==> src/rtl/dcache_controller.sv <==
`default_nettype none
// ============================================================================
//  Module      : dcache_controller
//  Description : Sequencing FSM for a 16-set, 2-way, 256-bit-line data cache.
//                Hits complete in the lookup cycle. A miss stalls the CPU,
//                writes back a dirty victim, refills the line from memory and
//                replays the access.
//  Revision    : 1.0 - initial release
// ============================================================================
module dcache_controller #(
    parameter int MEM_ADDR_W = 32
) (
    input  logic                   clk_i,
    input  logic                   rst_i,
    // CPU memory stage
    input  logic                   cpu_req_i,
    input  logic                   cpu_write_i,
    input  logic [MEM_ADDR_W-1:0]  cpu_addr_i,
    input  logic [31:0]            cpu_data_i,
    output logic [31:0]            cpu_data_o,
    output logic                   cpu_stall_o,
    // Cache SRAM
    output logic                   sram_enable_o,
    output logic                   sram_write_o,
    output logic [3:0]             sram_addr_o,
    output logic [MEM_ADDR_W-8:0]  sram_tag_o,
    output logic [255:0]           sram_data_o,
    input  logic                   sram_hit_i,
    input  logic [MEM_ADDR_W-8:0]  sram_tag_i,
    input  logic [255:0]           sram_data_i,
    // Off-chip memory port
    output logic                   mem_enable_o,
    output logic                   mem_write_o,
    output logic [MEM_ADDR_W-1:0]  mem_addr_o,
    output logic [255:0]           mem_data_o,
    input  logic [255:0]           mem_data_i,
    input  logic                   mem_ack_i
);

    // Tag field width: everything above offset [4:0] and index [8:5].
    localparam int c_TAG_W = MEM_ADDR_W - 9;

    typedef enum logic [2:0] {
        S_IDLE       = 3'd0,
        S_MISS       = 3'd1,
        S_WRITEBACK  = 3'd2,
        S_READMISS   = 3'd3,
        S_READMISSOK = 3'd4
    } state_t;

    state_t                  state_q, state_d;
    logic                    mem_enable_q, mem_enable_d;
    logic                    mem_write_q, mem_write_d;
    logic [MEM_ADDR_W-1:0]   mem_addr_q, mem_addr_d;
    logic [255:0]            mem_data_q, mem_data_d;
    logic [255:0]            refill_q, refill_d;

    logic [c_TAG_W-1:0]      w_tag;
    logic [3:0]              w_index;
    logic [7:0]              w_bit_base;
    logic [255:0]            w_merged;
    logic                    w_victim_dirty;
    logic                    w_ack;
    logic                    w_lsb_unused;

    assign w_tag          = cpu_addr_i[MEM_ADDR_W-1:9];
    assign w_index        = cpu_addr_i[8:5];
    assign w_bit_base     = {cpu_addr_i[4:2], 5'b00000};
    assign w_victim_dirty = sram_tag_i[c_TAG_W+1] & sram_tag_i[c_TAG_W];
    // A completion pulse only counts while a memory request is outstanding.
    assign w_ack          = mem_ack_i & mem_enable_q;
    assign w_lsb_unused   = ^cpu_addr_i[1:0];

    assign sram_addr_o  = w_index;
    assign cpu_data_o   = sram_data_i[w_bit_base +: 32];
    assign mem_enable_o = mem_enable_q;
    assign mem_write_o  = mem_write_q;
    assign mem_addr_o   = mem_addr_q;
    assign mem_data_o   = mem_data_q;

    // Store merge: the looked-up line with the addressed word replaced.
    always_comb begin
        w_merged                  = sram_data_i;
        w_merged[w_bit_base +: 32] = cpu_data_i;
    end

    // State and memory-port registers; reset aborts any transaction in flight.
    always_ff @(posedge clk_i or posedge rst_i) begin
        if (rst_i) begin
            state_q      <= S_IDLE;
            mem_enable_q <= 1'b0;
            mem_write_q  <= 1'b0;
            mem_addr_q   <= '0;
            mem_data_q   <= '0;
            refill_q     <= '0;
        end else begin
            state_q      <= state_d;
            mem_enable_q <= mem_enable_d;
            mem_write_q  <= mem_write_d;
            mem_addr_q   <= mem_addr_d;
            mem_data_q   <= mem_data_d;
            refill_q     <= refill_d;
        end
    end

    // Next-state, memory-request sequencing and SRAM/CPU strobes.
    always_comb begin
        state_d       = state_q;
        mem_enable_d  = mem_enable_q;
        mem_write_d   = mem_write_q;
        mem_addr_d    = mem_addr_q;
        mem_data_d    = mem_data_q;
        refill_d      = refill_q;
        cpu_stall_o   = 1'b0;
        sram_enable_o = 1'b0;
        sram_write_o  = 1'b0;
        sram_tag_o    = {2'b00, w_tag};
        sram_data_o   = w_merged;

        case (state_q)
            S_IDLE: begin
                sram_enable_o = cpu_req_i;
                if (cpu_req_i) begin
                    if (sram_hit_i) begin
                        if (cpu_write_i) begin
                            sram_write_o = 1'b1;
                            sram_tag_o   = {2'b11, w_tag};
                        end
                    end else begin
                        cpu_stall_o = 1'b1;
                        state_d     = S_MISS;
                    end
                end
            end

            // The SRAM presents the LRU victim here; decide on writeback.
            S_MISS: begin
                cpu_stall_o   = 1'b1;
                sram_enable_o = 1'b1;
                mem_enable_d  = 1'b1;
                if (w_victim_dirty) begin
                    mem_write_d = 1'b1;
                    mem_addr_d  = {sram_tag_i[c_TAG_W-1:0], w_index, 5'b00000};
                    mem_data_d  = sram_data_i;
                    state_d     = S_WRITEBACK;
                end else begin
                    mem_write_d = 1'b0;
                    mem_addr_d  = {cpu_addr_i[MEM_ADDR_W-1:5], 5'b00000};
                    state_d     = S_READMISS;
                end
            end

            // Request stays asserted across the switch to the refill read.
            S_WRITEBACK: begin
                cpu_stall_o = 1'b1;
                if (w_ack) begin
                    mem_write_d = 1'b0;
                    mem_addr_d  = {cpu_addr_i[MEM_ADDR_W-1:5], 5'b00000};
                    state_d     = S_READMISS;
                end
            end

            S_READMISS: begin
                cpu_stall_o = 1'b1;
                if (w_ack) begin
                    refill_d     = mem_data_i;
                    mem_enable_d = 1'b0;
                    state_d      = S_READMISSOK;
                end
            end

            // Install the refilled line as valid and clean into the LRU way.
            S_READMISSOK: begin
                cpu_stall_o   = 1'b1;
                sram_enable_o = 1'b1;
                sram_write_o  = 1'b1;
                sram_data_o   = refill_q;
                sram_tag_o    = {2'b10, w_tag};
                state_d       = S_IDLE;
            end

            default: begin
                state_d = S_IDLE;
            end
        endcase
    end

endmodule
`default_nettype wire

==> config.mk <==
export PLATFORM = sky130hd
export DESIGN_NAME = dcache_controller
export DESIGN_NICKNAME = d
export VERILOG_FILES = /design/src/rtl/dcache_controller.sv
export SDC_FILE = /design/constraint.sdc
export NUM_CORES = 1
export LEC_CHECK = 0
export BUFFER_PORTS_ARGS = -buffer_cell sky130_fd_sc_hd__buf_2
export CAP_MARGIN = 20
export CORE_AREA = 8 8 468 470
export DETAILED_ROUTE_END_ITERATION = 7
export DIE_AREA = 0 0 476 478
export GPL_TIMING_DRIVEN = 0
export PLACE_DENSITY = 0.34
export SYNTH_ARGS = -nofsm -noshare
export SYNTH_HDL_FRONTEND = slang
export SYNTH_SLANG_ARGS = --single-unit
export TNS_END_PERCENT = 10
==> constraint.sdc <==
create_clock -name clk_i -period 16.7 [get_ports clk_i]
set_clock_uncertainty 0.05 [all_clocks]
set_input_delay 1.67 -clock clk_i [delete_from_list [all_inputs] [get_ports clk_i]]
set_output_delay 1.67 -clock clk_i [all_outputs]
set_load 0.03 [all_outputs]
# --- Word level (Yosys, flattened, before mapping) ---
# Index checks and enable logic that the tools add are counted.
word_totals:
  out_inout_bits: 610
  inputBits: 607
  word_cells: 57
  regBits: 549
classes:
  n_eq_ne: 8
  add_sub_neg: 1
  n_reduce_logical: 10
  shifts: 3
  muxes: 27
  bitwise_logic: 2
ops:
  columns: ["operator", "count"]
  rows:
  - ["$bwmux W256", 1]
  - ["$mux W256", 1]
  - ["$shift A32 B10 Y256 const A", 1]
  - ["$shiftx A256 B9 Y32", 1]
  - ["$shiftx A32 B10 Y256", 1]
  - ["$mux W25", 3]
  - ["$mux W32", 2]
  - ["$pmux W32 S2", 1]
  - ["$pmux W25 S2", 1]
  - ["$mux W3", 4]
  - ["$pmux W3 S4", 1]
  - ["$neg A8 Y10", 1]
  - ["$pmux W1 S2", 5]
  - ["$mux W1", 8]
  - ["$ne A2 B2 Y1 const B", 4]
  - ["$reduce_and A2 Y1", 4]
  - ["$eq A3 B2 Y1 const B", 2]
  - ["$reduce_and A4 Y1", 1]
  - ["$reduce_bool A2 Y1", 2]
  - ["$reduce_or A4 Y1", 1]
  - ["$eq A3 B1 Y1 const B", 1]
  - ["$eq A3 B3 Y1 const B", 1]
  - ["$logic_not A3 Y1", 1]
  - ["$and A1 B1 Y1", 2]
  - ["$reduce_or A2 Y1", 1]

# --- Logic depth before layout (Yosys ltp) ---
logic_depth:
  word_depth: 4
  ltp_mapped: 12
  ltp_nobuf: 6

# --- Worst setup path after synthesis ---
# OpenSTA, ideal clock, no wires.
synth_path:
  path_type: "input port to output port"
  start: "input port cpu_addr_i[3]"
  end: "output port sram_data_o[10]"
  required_ns: 14.980
  path_slack_ns: 10.493
  stages: 11
  path_buffers: 5
  arrival_time_ns: 4.487
  path_cell_list: "buf_2 buf_2 buf_1 inv_1 ha_1 ha_1 buf_2 nor2_1 clkbuf_1 a41oi_1 a21oi_1"
synth_via:
  elab_chain_cells: 4
synth_lines:
  columns: ["item", "line_no", "source"]
  rows:
  - ["start, declared", "18", "input logic [MEM_ADDR_W-1:0] cpu_addr_i,"]
  - ["$neg A8 Y10 (*)", "84", "w_merged[w_bit_base +: 32] = cpu_data_i;"]
  - ["$shiftx A32 B10 Y256 / $shift A32 B10 Y256 (equally long branches)", "84", null]
  - ["$bwmux W256 (*)", "84", null]
  - ["$mux W256 (*)", "120", "case (state_q)"]
  - ["end, declared", "27", "output logic [255:0] sram_data_o,"]
# Mark *: on every way between the ends. The rest lies on a longest branch, timed or not.

# --- Final worst setup path ---
layout_path:
  start: "input port cpu_addr_i[3]"
  end: "output port sram_data_o[7]"
# Same word-level chain as after synthesis.

==> run summary <==
Status: complete, no violations
Clock Power Share: 48.2%
Top FF cell, synth: dfrtp_1
CP dominant cell by count: buf_2
Power share of the sequential group: 34.6%
CTS clock-pin slew for the worst setup and hold paths: 50 ps
Hold Crit Class: reg -> reg
CORE AREA: 211,000 sq um
Routed wl met3: 22,800 um
Root buffer cell: clkbuf_16
Fillers: 23,600
Post-synthesis instance area: 28,300 sq um
Synth Register Bits: 544
Area added between synthesis and finish: 46.0%
Highest routed metal layer: met5
Die height: 478 um
Setup bufs post-CTS: 0
DP HPWL: 219,000 um
Die area: 228,000 sq um
Port Buffers: 1,177
DR vias: 27,600
Largest fanout on the critical path: 10
Wire per inst: 39.7 um
Post_cts resized: 0
CP max stage cell: buf_1
Fin nets: 4,219
DRC violation count after routing: 0
Initial DRC count: 1,592
Final setup viols: 0
Switching Fraction: 32.8%
CP delay by family, top: buffers and inverters
Number of global-route vias before repair: 28,600
Design Power: 3.81 mW
Post-synth ARST share: 100%
Worst-path cell chain: buf_2 > buf_2 > buf_2 > buf_1 > inv_1 > ha_1 > ha_1 > buf_2 > or3b_2 > clkbuf_1 > o21ai_0 > a21oi_1 > buf_2
Hold Fails Final Rpt: 0
CTS Hold Bufs: 0
M1 WL: 100,000 um
Met2 wire len: 125,000 um
CTS tree: built
F_max: 0.116 GHz
Most frequent cells in the layout: buf_2 (1,245), dfrtp_1 (544), mux2_2 (487)
Clock Tree Buf Depth: 3
Starting Density: 13.4%
Worst skew pair latency: 710 ps
CP max stage delay: 930 ps
Syn avg cell area: 12.3 sq um
Syn Inst Count: 2,302
Setup CP Type: in -> out
TritonCTS Buffers: 80
Fin Hold WS: 430 ps
Logic pwr share: 17.2%
Synth warnings: 0
Rel. slew slack: 18.8%
Num rows: 169
Largest net degree at the start of global routing: 38
Antenna-violating nets left: 0
Seq/Total Area, Yosys: 48.1%
Fin. max-slew vios: 0
RSZ-0062 raised after global routing: no
Setup crit start kind: input port
Tot GR Track Use: 21.8%
Reg area: 13,600 sq um
Max H-tree Level: 3
NetSw: 1.25 mW
Pleak: 20.9 nW
WP buf/inv: 8
Pwr Density: 92.1 nW/um^2
Worst Tran Pin Value: 1220 ps
Ports: 1,217
Final critical-path required period: 8620 ps
Gr ovfl total: 0
Commonest non-fill, non-tap cell in the layout: buf_2
Distinct cells, synth: 50
Number of flops mapped to enable cells by yosys: 0
Die width: 476 um
Setup TNS: 0 ps
CTS sink count: 544
Ratio of cells with drive above 1 in the final layout: 56.5%
Via-per-instance ratio: 4.22
Wire length of the first global-routing pass: 324,000 um
Worst path required time: 14,980 ps
Detailed Routing Iterations Pass 1: 7
CP arrival: 6900 ps
Peak supply drop: 0.0000720 V
DRT Wirelength: 260,000 um
Initial antenna violation count: 177
RD Place Congestion: 0.887
Period utilization: 51.6%
Crit. End Element: primary output
Max-Cap Viols: 0
Multi-input gate area: 13,300 sq um
Pint: 2.56 mW
==> Yosys cell counts, types with 11 or more instances <==
master    number  share of area (%)
and2_1       196                4.3
a211oi_1      27               0.72
buf_4         63                1.7
mux2_1        29                1.2
clkbuf_2      20               0.35
a31oi_1       24               0.53
a21oi_1       59                1.0
nor2_1        66               0.88
nand2_1      110                1.5
o211ai_1      11               0.29
dfrtp_1      544                 48
buf_2         67                1.2
mux4_2        64                5.1
clkbuf_1     108                1.4
o21ai_0       83                1.5
a41oi_1       58                1.8
mux2_2       487                 19
a221o_1      192                6.8
nand3_1       25               0.44
==> worst register-to-register path, cell delays in order, from the launching register on <==
cell and delay [ps]:
dfrtp_1 410, buf_4 180, nand3b_1 180, nor2_1 810, buf_2 680, buf_2 680
mux2_2 420
==> per-stage QoR <==
step | instance area (sq um) | setup slack, ps | util (%) | instances
floorplan | 28300 | 7580 | - | 2306
global placement | 37800 | 2070 | 17.9 | 6304
detailed placement | 38500 | 8000 | 18.2 | 6345
CTS | 41200 | 7990 | 19.5 | 6490
global route | 41300 | 7930 | 19.5 | 6513
finish | 41300 | 8080 | 19.6 | 6543
==> registers in the layout (all words and copies together) (netlist names) <==
signal and cells:
mem_data_o 256, refill_q 256, mem_addr_o 27, state_q 3, mem_enable_o 1, mem_write_o 1
==> power groups by stage <==
stage	registers, mW	clock network, mW	logic (mW)
after floorplan	1.34	0	0.281
after global placement	1.35	0	0.655
after detailed placement	1.34	0	0.671
after CTS	1.32	1.90	0.673
final	1.32	1.83	0.655
after global routing	1.32	1.93	0.685
==> routing by layer <==
layer  up-vias  global-route usage [%]
met5         -                       0
met4       102                    7.47
met3       452                    7.36
met2      1512                    37.4
met1     14300                    25.3
li1      11300                       -
==> kinds of logic after synthesis <==
logic type,count (synthesis),share of synthesized area [%]
muxes,580,25.6
adders and majority gates,6,0.265
other,1,0.0132
buffers and inverters,283,5.13
and+or+nand+nor,424,7.96
DFF,544,48.1
AOI/OAI and AO/OA,464,12.9
==> path summary, 6_finish.rpt <==
check	startpoint	to	slack, ps	depth (start not counted)
max in group asynchronous	rst_i	refill_q[117]$_DFFE_PP0P_	13560	8
worst min-delay path	mem_data_o[62]$_DFFE_PP0P_	mem_data_o[62]$_DFFE_PP0P_	430	1
worst max register to register	state_q[2]$_DFFE_PP0P_	refill_q[134]$_DFFE_PP0P_	13160	6
min in group asynchronous	rst_i	mem_addr_o[6]$_DFFE_PP0P_	1080	2
worst min register to register	mem_data_o[62]$_DFFE_PP0P_	mem_data_o[62]$_DFFE_PP0P_	430	1
worst max-delay path	cpu_addr_i[3]	sram_data_o[7]	8080	13
==> area by class of cell <==
| class | instances | share of cell area (%) |
|---|---|---|
| sequential | 544 | 32.9 |
| buffer | 274 | 3.45 |
| inverter | 9 | 0.0908 |
| tap | 2821 | 8.54 |
| clock buffer | 114 | 5.56 |
| timing repair buffer | 1218 | 15.9 |
| clock inverter | 31 | 1.05 |
| antenna | 53 | 0.321 |
| multi-input combinational | 1479 | 32.2 |
Note: power is estimated with default switching activity, not from simulation.
